--- src/rtl/regfile_seq_pkg.sv ---
// Shared types and constants for the register-file sequencer and its ALU.
// SHIFT_EN (optional define) enables the operand-B shifter in regfile_seq.
package regfile_seq_pkg;

  localparam int W_DEFAULT = 16;

  // 3'b110 and 3'b111 are illegal and deliberately left unnamed
  typedef enum logic [2:0] {
    OP_MOVI = 3'b000,
    OP_MOV  = 3'b001,
    OP_ADD  = 3'b010,
    OP_CMP  = 3'b011,
    OP_AND  = 3'b100,
    OP_MVN  = 3'b101
  } op_e;

  typedef enum logic [2:0] {
    S_IDLE,
    S_RDA,
    S_RDB,
    S_EXEC,
    S_WB,
    S_ERR
  } state_e;

  localparam logic [1:0] SH_NONE = 2'b00;
  localparam logic [1:0] SH_LSL1 = 2'b01;
  localparam logic [1:0] SH_LSR1 = 2'b10;
  localparam logic [1:0] SH_ASR1 = 2'b11;

endpackage

--- src/rtl/alu16.sv ---
// Combinational ALU for regfile_seq: result plus zero/negative/overflow.
// CMP produces A-B on result so its flags can be taken; the caller discards it.
module alu16
  import regfile_seq_pkg::*;
#(
  parameter int W = W_DEFAULT
) (
  input  logic [W-1:0] a,
  input  logic [W-1:0] b,
  input  logic [2:0]   op,
  output logic [W-1:0] result,
  output logic         z,
  output logic         n,
  output logic         v
);

  logic [W-1:0] sum;
  logic [W-1:0] diff;

  assign sum  = a + b;
  assign diff = a - b;

  always_comb begin
    result = b;
    v      = 1'b0;
    case (op)
      OP_ADD: begin
        result = sum;
        v      = (a[W-1] == b[W-1]) && (sum[W-1] != a[W-1]);
      end
      OP_CMP: begin
        result = diff;
        v      = (a[W-1] != b[W-1]) && (diff[W-1] != a[W-1]);
      end
      OP_AND:  result = a & b;
      OP_MVN:  result = ~b;
      default: result = b;
    endcase
    z = (result == '0);
    n = result[W-1];
  end

endmodule

--- src/rtl/regfile_seq.sv ---
// Sequencer driving an 8xW single-port register file: read operands, execute, write back.
// SHIFT_EN (optional define) shifts operand B as it is captured in RDB.
//
// state | meaning
// IDLE  | w=1, waiting for s
// RDA   | readnum=rn, capture A
// RDB   | readnum=rm, capture (optionally shifted) B
// EXEC  | C<=ALU(A,B), ADD/CMP update flags; CMP finishes here
// WB    | write C (or sign-extended imm) to rd, done
// ERR   | illegal opcode, done without write
module regfile_seq
  import regfile_seq_pkg::*;
#(
  parameter int W     = W_DEFAULT,
  parameter int IMM_W = 8
) (
  input  logic             clk,
  input  logic             reset,
  input  logic             s,
  input  logic [2:0]       in_op,
  input  logic [2:0]       in_rd,
  input  logic [2:0]       in_rn,
  input  logic [2:0]       in_rm,
  input  logic [IMM_W-1:0] in_imm,
  input  logic [1:0]       in_sh,
  output logic             w,
  output logic             done,
  output logic [2:0]       rf_readnum,
  output logic [2:0]       rf_writenum,
  output logic             rf_write,
  output logic [W-1:0]     rf_data_in,
  input  logic [W-1:0]     rf_data_out,
  output logic             Z,
  output logic             N,
  output logic             V
);

  state_e state_q, state_d;

  logic [2:0]       op_q, rd_q, rn_q, rm_q;
  logic [IMM_W-1:0] imm_q;
  logic [1:0]       sh_q;
  logic [W-1:0]     a_q, b_q, c_q;
  logic [W-1:0]     b_shift, imm_ext;
  logic [W-1:0]     alu_res;
  logic             alu_z, alu_n, alu_v;

  assign imm_ext = {{(W-IMM_W){imm_q[IMM_W-1]}}, imm_q};

`ifdef SHIFT_EN
  always_comb begin
    b_shift = rf_data_out;
    case (sh_q)
      SH_LSL1: b_shift = {rf_data_out[W-2:0], 1'b0};
      SH_LSR1: b_shift = {1'b0, rf_data_out[W-1:1]};
      SH_ASR1: b_shift = {rf_data_out[W-1], rf_data_out[W-1:1]};
      default: b_shift = rf_data_out;
    endcase
  end
`else
  logic unused_sh;
  assign unused_sh = ^sh_q;
  assign b_shift   = rf_data_out;
`endif

  alu16 #(.W(W)) u_alu (
    .a      (a_q),
    .b      (b_q),
    .op     (op_q),
    .result (alu_res),
    .z      (alu_z),
    .n      (alu_n),
    .v      (alu_v)
  );

  always_ff @(posedge clk or posedge reset) begin
    if (reset) state_q <= S_IDLE;
    else       state_q <= state_d;
  end

  always_comb begin
    state_d     = state_q;
    w           = 1'b0;
    done        = 1'b0;
    rf_readnum  = 3'd0;
    rf_writenum = 3'd0;
    rf_write    = 1'b0;
    rf_data_in  = '0;
    case (state_q)
      S_IDLE: begin
        w = 1'b1;
        if (s) begin
          case (in_op)
            OP_MOVI:                state_d = S_WB;
            OP_MOV, OP_MVN:         state_d = S_RDB;
            OP_ADD, OP_CMP, OP_AND: state_d = S_RDA;
            default:                state_d = S_ERR;
          endcase
        end
      end
      S_RDA: begin
        rf_readnum = rn_q;
        state_d    = S_RDB;
      end
      S_RDB: begin
        rf_readnum = rm_q;
        state_d    = S_EXEC;
      end
      S_EXEC: begin
        if (op_q == OP_CMP) begin
          done    = 1'b1;
          state_d = S_IDLE;
        end else begin
          state_d = S_WB;
        end
      end
      S_WB: begin
        rf_write    = 1'b1;
        rf_writenum = rd_q;
        rf_data_in  = (op_q == OP_MOVI) ? imm_ext : c_q;
        done        = 1'b1;
        state_d     = S_IDLE;
      end
      S_ERR: begin
        done    = 1'b1;
        state_d = S_IDLE;
      end
      default: state_d = S_IDLE;
    endcase
  end

  always_ff @(posedge clk or posedge reset) begin
    if (reset) begin
      op_q  <= '0;
      rd_q  <= '0;
      rn_q  <= '0;
      rm_q  <= '0;
      imm_q <= '0;
      sh_q  <= '0;
      a_q   <= '0;
      b_q   <= '0;
      c_q   <= '0;
      Z     <= 1'b0;
      N     <= 1'b0;
      V     <= 1'b0;
    end else begin
      case (state_q)
        S_IDLE: begin
          if (s) begin
            op_q  <= in_op;
            rd_q  <= in_rd;
            rn_q  <= in_rn;
            rm_q  <= in_rm;
            imm_q <= in_imm;
            sh_q  <= in_sh;
          end
        end
        S_RDA: a_q <= rf_data_out;
        S_RDB: b_q <= b_shift;
        S_EXEC: begin
          if (op_q != OP_CMP) c_q <= alu_res;
          if (op_q == OP_ADD || op_q == OP_CMP) begin
            Z <= alu_z;
            N <= alu_n;
            V <= alu_v;
          end
        end
        default: ;
      endcase
    end
  end

endmodule

--- config.mk ---
export PLATFORM = sky130hd
export DESIGN_NAME = regfile_seq
export DESIGN_NICKNAME = d
export VERILOG_FILES = /design/src/rtl/regfile_seq_pkg.sv /design/src/rtl/alu16.sv /design/src/rtl/regfile_seq.sv
export SDC_FILE = /design/constraint.sdc
export NUM_CORES = 1
export LEC_CHECK = 0
export ABC_AREA = 1
export BUFFER_PORTS_ARGS = -buffer_cell sky130_fd_sc_hd__buf_2
export CORE_ASPECT_RATIO = 1.75
export CORE_UTILIZATION = 55
export DETAILED_ROUTE_END_ITERATION = 8
export PLACE_DENSITY = 0.76
export SYNTH_ARGS = -nofsm -noshare
export SYNTH_HDL_FRONTEND = slang
export SYNTH_HIERARCHICAL = 1
export SYNTH_SLANG_ARGS = --single-unit
--- constraint.sdc ---
create_clock -name clk -period 4.06 [get_ports clk]
set_input_delay 0.406 -clock clk [delete_from_list [all_inputs] [get_ports clk]]
set_output_delay 0.406 -clock clk [all_outputs]
set_load 0.01 [all_outputs]
# Word-level counts from Yosys, hierarchy flattened

Index checks and enable logic that the tools add are counted.
W data, S select, Z words.

Muxes and demuxes: 14
Reductions and logical operators: 13
$add $sub $neg: 2
Equal/unequal tests: 20
Bitwise gates (word level): 2

Operator list:

| operator             | number |
|---|---|
| $pmux W16 S4         | 1 |
| $mux W16             | 2 |
| $eq A3 B2 Y1 const B | 6 |
| $eq A3 B3 Y1 const B | 6 |
| $add A16 B16 Y16     | 1 |
| $and A16 B16 Y16     | 1 |
| $logic_not A16 Y1    | 1 |
| $not A16 Y16         | 1 |
| $sub A16 B16 Y16     | 1 |
| $pmux W3 S4          | 1 |
| $logic_not A3 Y1     | 3 |
| $mux W3              | 3 |
| $pmux W3 S3          | 1 |
| $eq A3 B1 Y1 const B | 2 |
| $pmux W3 S2          | 1 |
| $reduce_and A2 Y1    | 3 |
| $pmux W1 S2          | 2 |
| $reduce_or A2 Y1     | 2 |
| $mux W1              | 3 |
| $ne A1 B1 Y1         | 3 |
| $ne A3 B2 Y1 const B | 1 |
| $reduce_or A3 Y1     | 1 |
| $logic_and A1 B1 Y1  | 2 |
| $ne A2 B2 Y1 const B | 1 |
| other kinds (2)      | 2 |

Input bits: 41
Register bits: 74
Output and inout port bits: 28
Logic and storage cells: 63

# Depth between registers and ports, before layout

Word-level depth: 5
Mapped depth: 20

# Modules after synthesis

The synthesis kept the hierarchy.

Modules (own cells, without submodules):

| module      | area each (µm²) | seq. area each (µm²) | instances | cells each |
|---|---|---|---|---|
| regfile_seq | 3,161.8         | 1,851.8              | 1         | 384 |
| alu16       | 2,565.0         | 0.0                  | 1         | 514 |

# Least setup slack after synthesis

OpenSTA, ideal clock, no wires.

Path kind: register to register
Start point: register b_q[0]
End point: register Z
Period minus slack after synthesis: 2,180 ps
Buffers on the path: 0
Data arrival time: 2,115 ps
Cell stages (with the launch flop): 19
Data required time: 3,995 ps
Setup slack: 1,880 ps
Cells stage by stage: dfrtp_1 > ha_1 > inv_1 > fa_1 > inv_1 > nand2_1 > nand2_1 > nand3_1 > nand2_1 > nand3_1 > nand2_1 > nand2_1 > nand3_1 > nand3b_1 > nor2_1 > nand2_1 > nor2_1 > nand3_1 > nand2_1

Word-level cells in the longest chain between the ends: 3
Elaborated cells between the ends (all ways): 6
Classes of those cells: add/sub (2); mux (1); bitwise (2); reduce/logical (1)

Ends and longest elaborated chain:

| element                                        | RTL line           | source |
|---|---|---|
| from (decl)                                    | regfile_seq.sv:43  | `logic [W-1:0] a_q, b_q, c_q;` |
| from (signal assigned)                         | regfile_seq.sv:159 | `S_RDB: b_q <= b_shift;` |
| $sub A16 B16 Y16, or another cell as far along | alu16.sv:21        | `assign diff = a - b;` |
| $pmux W16 S4 (*)                               | alu16.sv:26        | `case (op)` |
| $logic_not A16 Y1 (*)                          | alu16.sv:39        | `z = (result == '0);` |
| named net alu_z                                | regfile_seq.sv:46  | `logic alu_z, alu_n, alu_v;` |
| to (signal assigned)                           | regfile_seq.sv:163 | `Z <= alu_z;` |
| to (decl)                                      | regfile_seq.sv:33  | `output logic Z,` |

The timed path passes the listed nets; every way through them passes the cells marked *.
A chain may end at the register's enable or synchronous reset.

# Worst setup path in the final report

Start point: register op_q[2]
End point: output rf_data_in[15]

Word-level cells in the longest chain between the ends: 3

Ends and longest elaborated chain:

| element                | RTL line           | source |
|---|---|---|
| from (decl)            | regfile_seq.sv:40  | `logic [2:0] op_q, rd_q, rn_q, rm_q;` |
| from (signal assigned) | regfile_seq.sv:150 | `op_q <= in_op;` |
| $logic_not A3 Y1       | regfile_seq.sv:120 | `rf_data_in = (op_q == OP_MOVI) ? imm_ext : c_q;` |
| $mux W16               | regfile_seq.sv:120 |  |
| $mux W16               | regfile_seq.sv:89  | `case (state_q)` |
| to (decl)              | regfile_seq.sv:31  | `output logic [W-1:0] rf_data_in,` |

Every way passes these cells.

==> impl_metrics.py <==
metrics = {
    "run_status": {
        "status": "complete, no violations",
    },
    "sta": {
        "finalCriticalPeriod_ns": 2.76,
        "period_share": 0.680,
        "relSlewSlack": 0.362,
        "rsz0062_at_grt": "no",
        "setup_viol": 0,
        "hold_viol": 0,
        "finalClockSkew_ns": 0.00636,
        "worstMarginPinSlew_ns": 0.956,
        "holdWs_ns": 0.285,
        "drv_slew": 0,
        "setup_tns_ns": 0,
        "clock.fmax_ghz": 0.362,
    },
    "synth": {
        "syn_area_mm2": 0.00573,
        "synth-simple-area-share": 0.376,
        "yosysTopAreaCellShare": 0.323,
        "synth-adder-area-share": 0.0769,
        "synth_mux_area_frac": 0,
        "ys_seq_elements": 74,
        "synth_xor_xnor_area_share": 0.00153,
        "synth_top_family_by_area": "simple AND/OR/NAND/NOR gates",
        "yosysUniqueCellTypes": 36,
        "synth_compound_area_frac": 0.104,
        "yosys.area.top_type": "dfrtp_1",
        "ys_top_cells_by_area": "dfrtp_1 32%, nand2_1 20%, nand3_1 9.0%",
        "syn_area_per_cell_um2": 6.38,
        "ys_seq_area_frac": 0.323,
        "yosys_warnings": 6,
        "syn_inst": 898,
        "synth_nets": 973,
    },
    "clock_network": {
        "cts_resized": 0,
        "cts_root_buffer": "clkbuf_16",
        "ctsHoldBuffers": 0,
        "cts_tree": "yes",
        "clk_latency_ns": 0.33,
        "clock_sinks": 74,
        "cts_buffer_depth": 2,
        "clk_pin_slew_ns": 0.06,
        "cts-buffers-inserted": 9,
        "htreeDepth": 3,
        "postCtsSetupBuffers": 0,
    },
    "worst_setup_path": {
        "crit_path_start": "op_q[2]",
        "reg2reg_to": "Z",
        "startpoint_type": "flip-flop",
        "cp_max_fo": 17,
        "r2r_start": "a_q[0]",
        "cp.required_ns": 3.65,
        "worstRegToRegCells": 18,
        "critPathArrivalTime_ns": 2.35,
        "path_class": "flip-flop to output pin",
        "reg2reg_slack_ns": 1.35,
        "cp-end-kind": "output pin",
    },
    "global_routing": {
        "grt_pass1_wl_um": 25400,
        "track_usage": 0.302,
        "grt_overflow": 0,
        "antenna_found_initial": 0,
        "grt_pass1_vias": 5685,
        "grt_max_degree": 48,
    },
    "floorplan": {
        "die-height_um": 137,
        "io_pins": 69,
        "die_w_um": 79.1,
        "coreArea_mm2": 0.00997,
        "die_area_mm2": 0.0108,
        "rows": 48,
        "initial_utilization": 0.574,
    },
    "final_layout": {
        "synthToLayoutAreaGrowth_pct": 11.4,
        "stdcell_count": 1080,
        "post-route-util": 0.640,
        "diodes": 0,
        "layout-drive-gt1-share": 0.114,
        "stdcell_area_mm2": 0.00638,
        "nNetsFinal": 1025,
    },
    "power_and_ir_drop": {
        "p_seq_frac": 0.228,
        "pwr_density_cell_mw_per_mm2": 956,
        "p_int_mw": 2.83,
        "power.share.combinational": 0.643,
        "swShare": 0.536,
        "vdd_drop_max_v": 0.000613,
        "p_sw_mw": 3.27,
        "clkPwrFrac": 0.129,
        "p_leak_nw": 3.67,
    },
    "routing": {
        "wl_per_cell_um": 13.8,
        "vias": 5737,
        "via_per_inst": 5.31,
        "drt_wl_total_um": 14900,
        "first_pass_iters": 5,
        "initialDrtViolationCount": 413,
        "route.detailed.drc": 0,
        "antenna_left": 0,
    },
    "placed_design": {
        "placed_area_mm2": 0.00609,
        "dp_cells": 1064,
        "hpwl_um": 11600,
        "gp_congestion": 0.948,
        "port_buffers": 66,
    },
    "flow_run": {
        "drv_cap": 0,
    },
    "worst_hold_path": {
        "hold_path.class": "input pin to async pin",
    },
}
## routing by layer
layer | track usage | vias up | share of wire
li1 | - | 2945 | -
met1 | 0.329 | 2578 | 0.39
met2 | 0.564 | 178 | 0.53
met3 | 0.0507 | 36 | 0.049
met4 | 0.127 | 0 | 0.028
met5 | 0 | - | 0
## area by class of cell
class	instances	area (µm²)
Clock buffer	10	229
Clock inverter	6	65.1
Fill cell	1024	3590
Inverter	134	503
Multi-Input combinational cell	659	3200
Sequential cell	74	1850
Tap cell	125	156
Timing Repair Buffer	72	375
## worst max-delay path by stage
stage | to | slack [ns]
after floorplan | N | 1.77
after global placement | Z | 1.43
after detailed placement | Z | 1.37
after CTS | rf_data_in[14] | 1.28
after global routing | Z | 1.04
final | rf_data_in[15] | 1.30
## critical path, stage by stage, from the launching register on
cell      delay (ns)
dfrtp_1         0.61
nor2_1          0.09
nand2_1         0.40
clkinv_1        0.38
nand2_2         0.25
a21oi_1         0.11
buf_2           0.16
## cells in the mapped netlist, drive strengths merged
library cell,n
clkbuf,5
a211oi,1
nand4,11
nor3,5
o21bai,3
fa,2
or2,1
nor2,93
a21o,1
nand2,302
ha,32
buf,26
nand3b,2
o21ai,52
nand3,105
a21boi,2
dfrtp,74
clkinv,1
inv,133
a221oi,4
o22ai,4
a21oi,32
a22oi,6
xor2,1
## power by group through the flow
| stage | Sequential [mW] | Combinational (mW) | Clock [mW] |
|---|---|---|---|
| 2_1_floorplan | 1.31 | 3.07 | 0 |
| 4_1_cts | 1.39 | 3.89 | 0.799 |
| 6_report | 1.39 | 3.92 | 0.789 |
| 3_5_place_dp | 1.40 | 3.86 | 0 |
| 3_3_place_gp | 1.39 | 3.81 | 0 |
| 5_1_grt | 1.44 | 4.48 | 0.830 |
## state kept, by name (all words and copies together) (netlist names)
name and count:
b_q 16, state_q 3, N 1, c_q 16, op_q 3, V 1
imm_q 8, rm_q 3, rn_q 3, a_q 16, rd_q 3, Z 1
## logic make-up (layout without fill, tap and decap cells)
family,Yosys count,in the layout
xor+xnor,1,1
simple gates,519,519
fa+ha+maj,34,34
buf+inv,165,222
flops,74,74
compound gates,105,105
## layout by cell type (no fill, tap or decap), types with 6 or more instances in the layout
cell / synthesis / final
dfrtp_1: 74 / 74
inv_2: 9 / 10
buf_4: 3 / 6
clkbuf_16: 0 / 9
a22oi_1: 6 / 6
inv_1: 124 / 123
a21oi_1: 29 / 29
nor2_1: 92 / 92
ha_1: 32 / 32
nand2_1: 298 / 298
nand4_1: 11 / 11
o21ai_0: 48 / 48
nand3_1: 103 / 103
buf_2: 21 / 66
## per-stage QoR
step / power [mW] / setup WS (ns)
final: 6.10 / 1.30
after detailed placement: 5.26 / 1.37
after global routing: 6.75 / 1.04
after global placement: 5.19 / 1.43
after floorplan: 4.37 / 1.77
after CTS: 6.08 / 1.28
(Power assumes the default switching activity.)
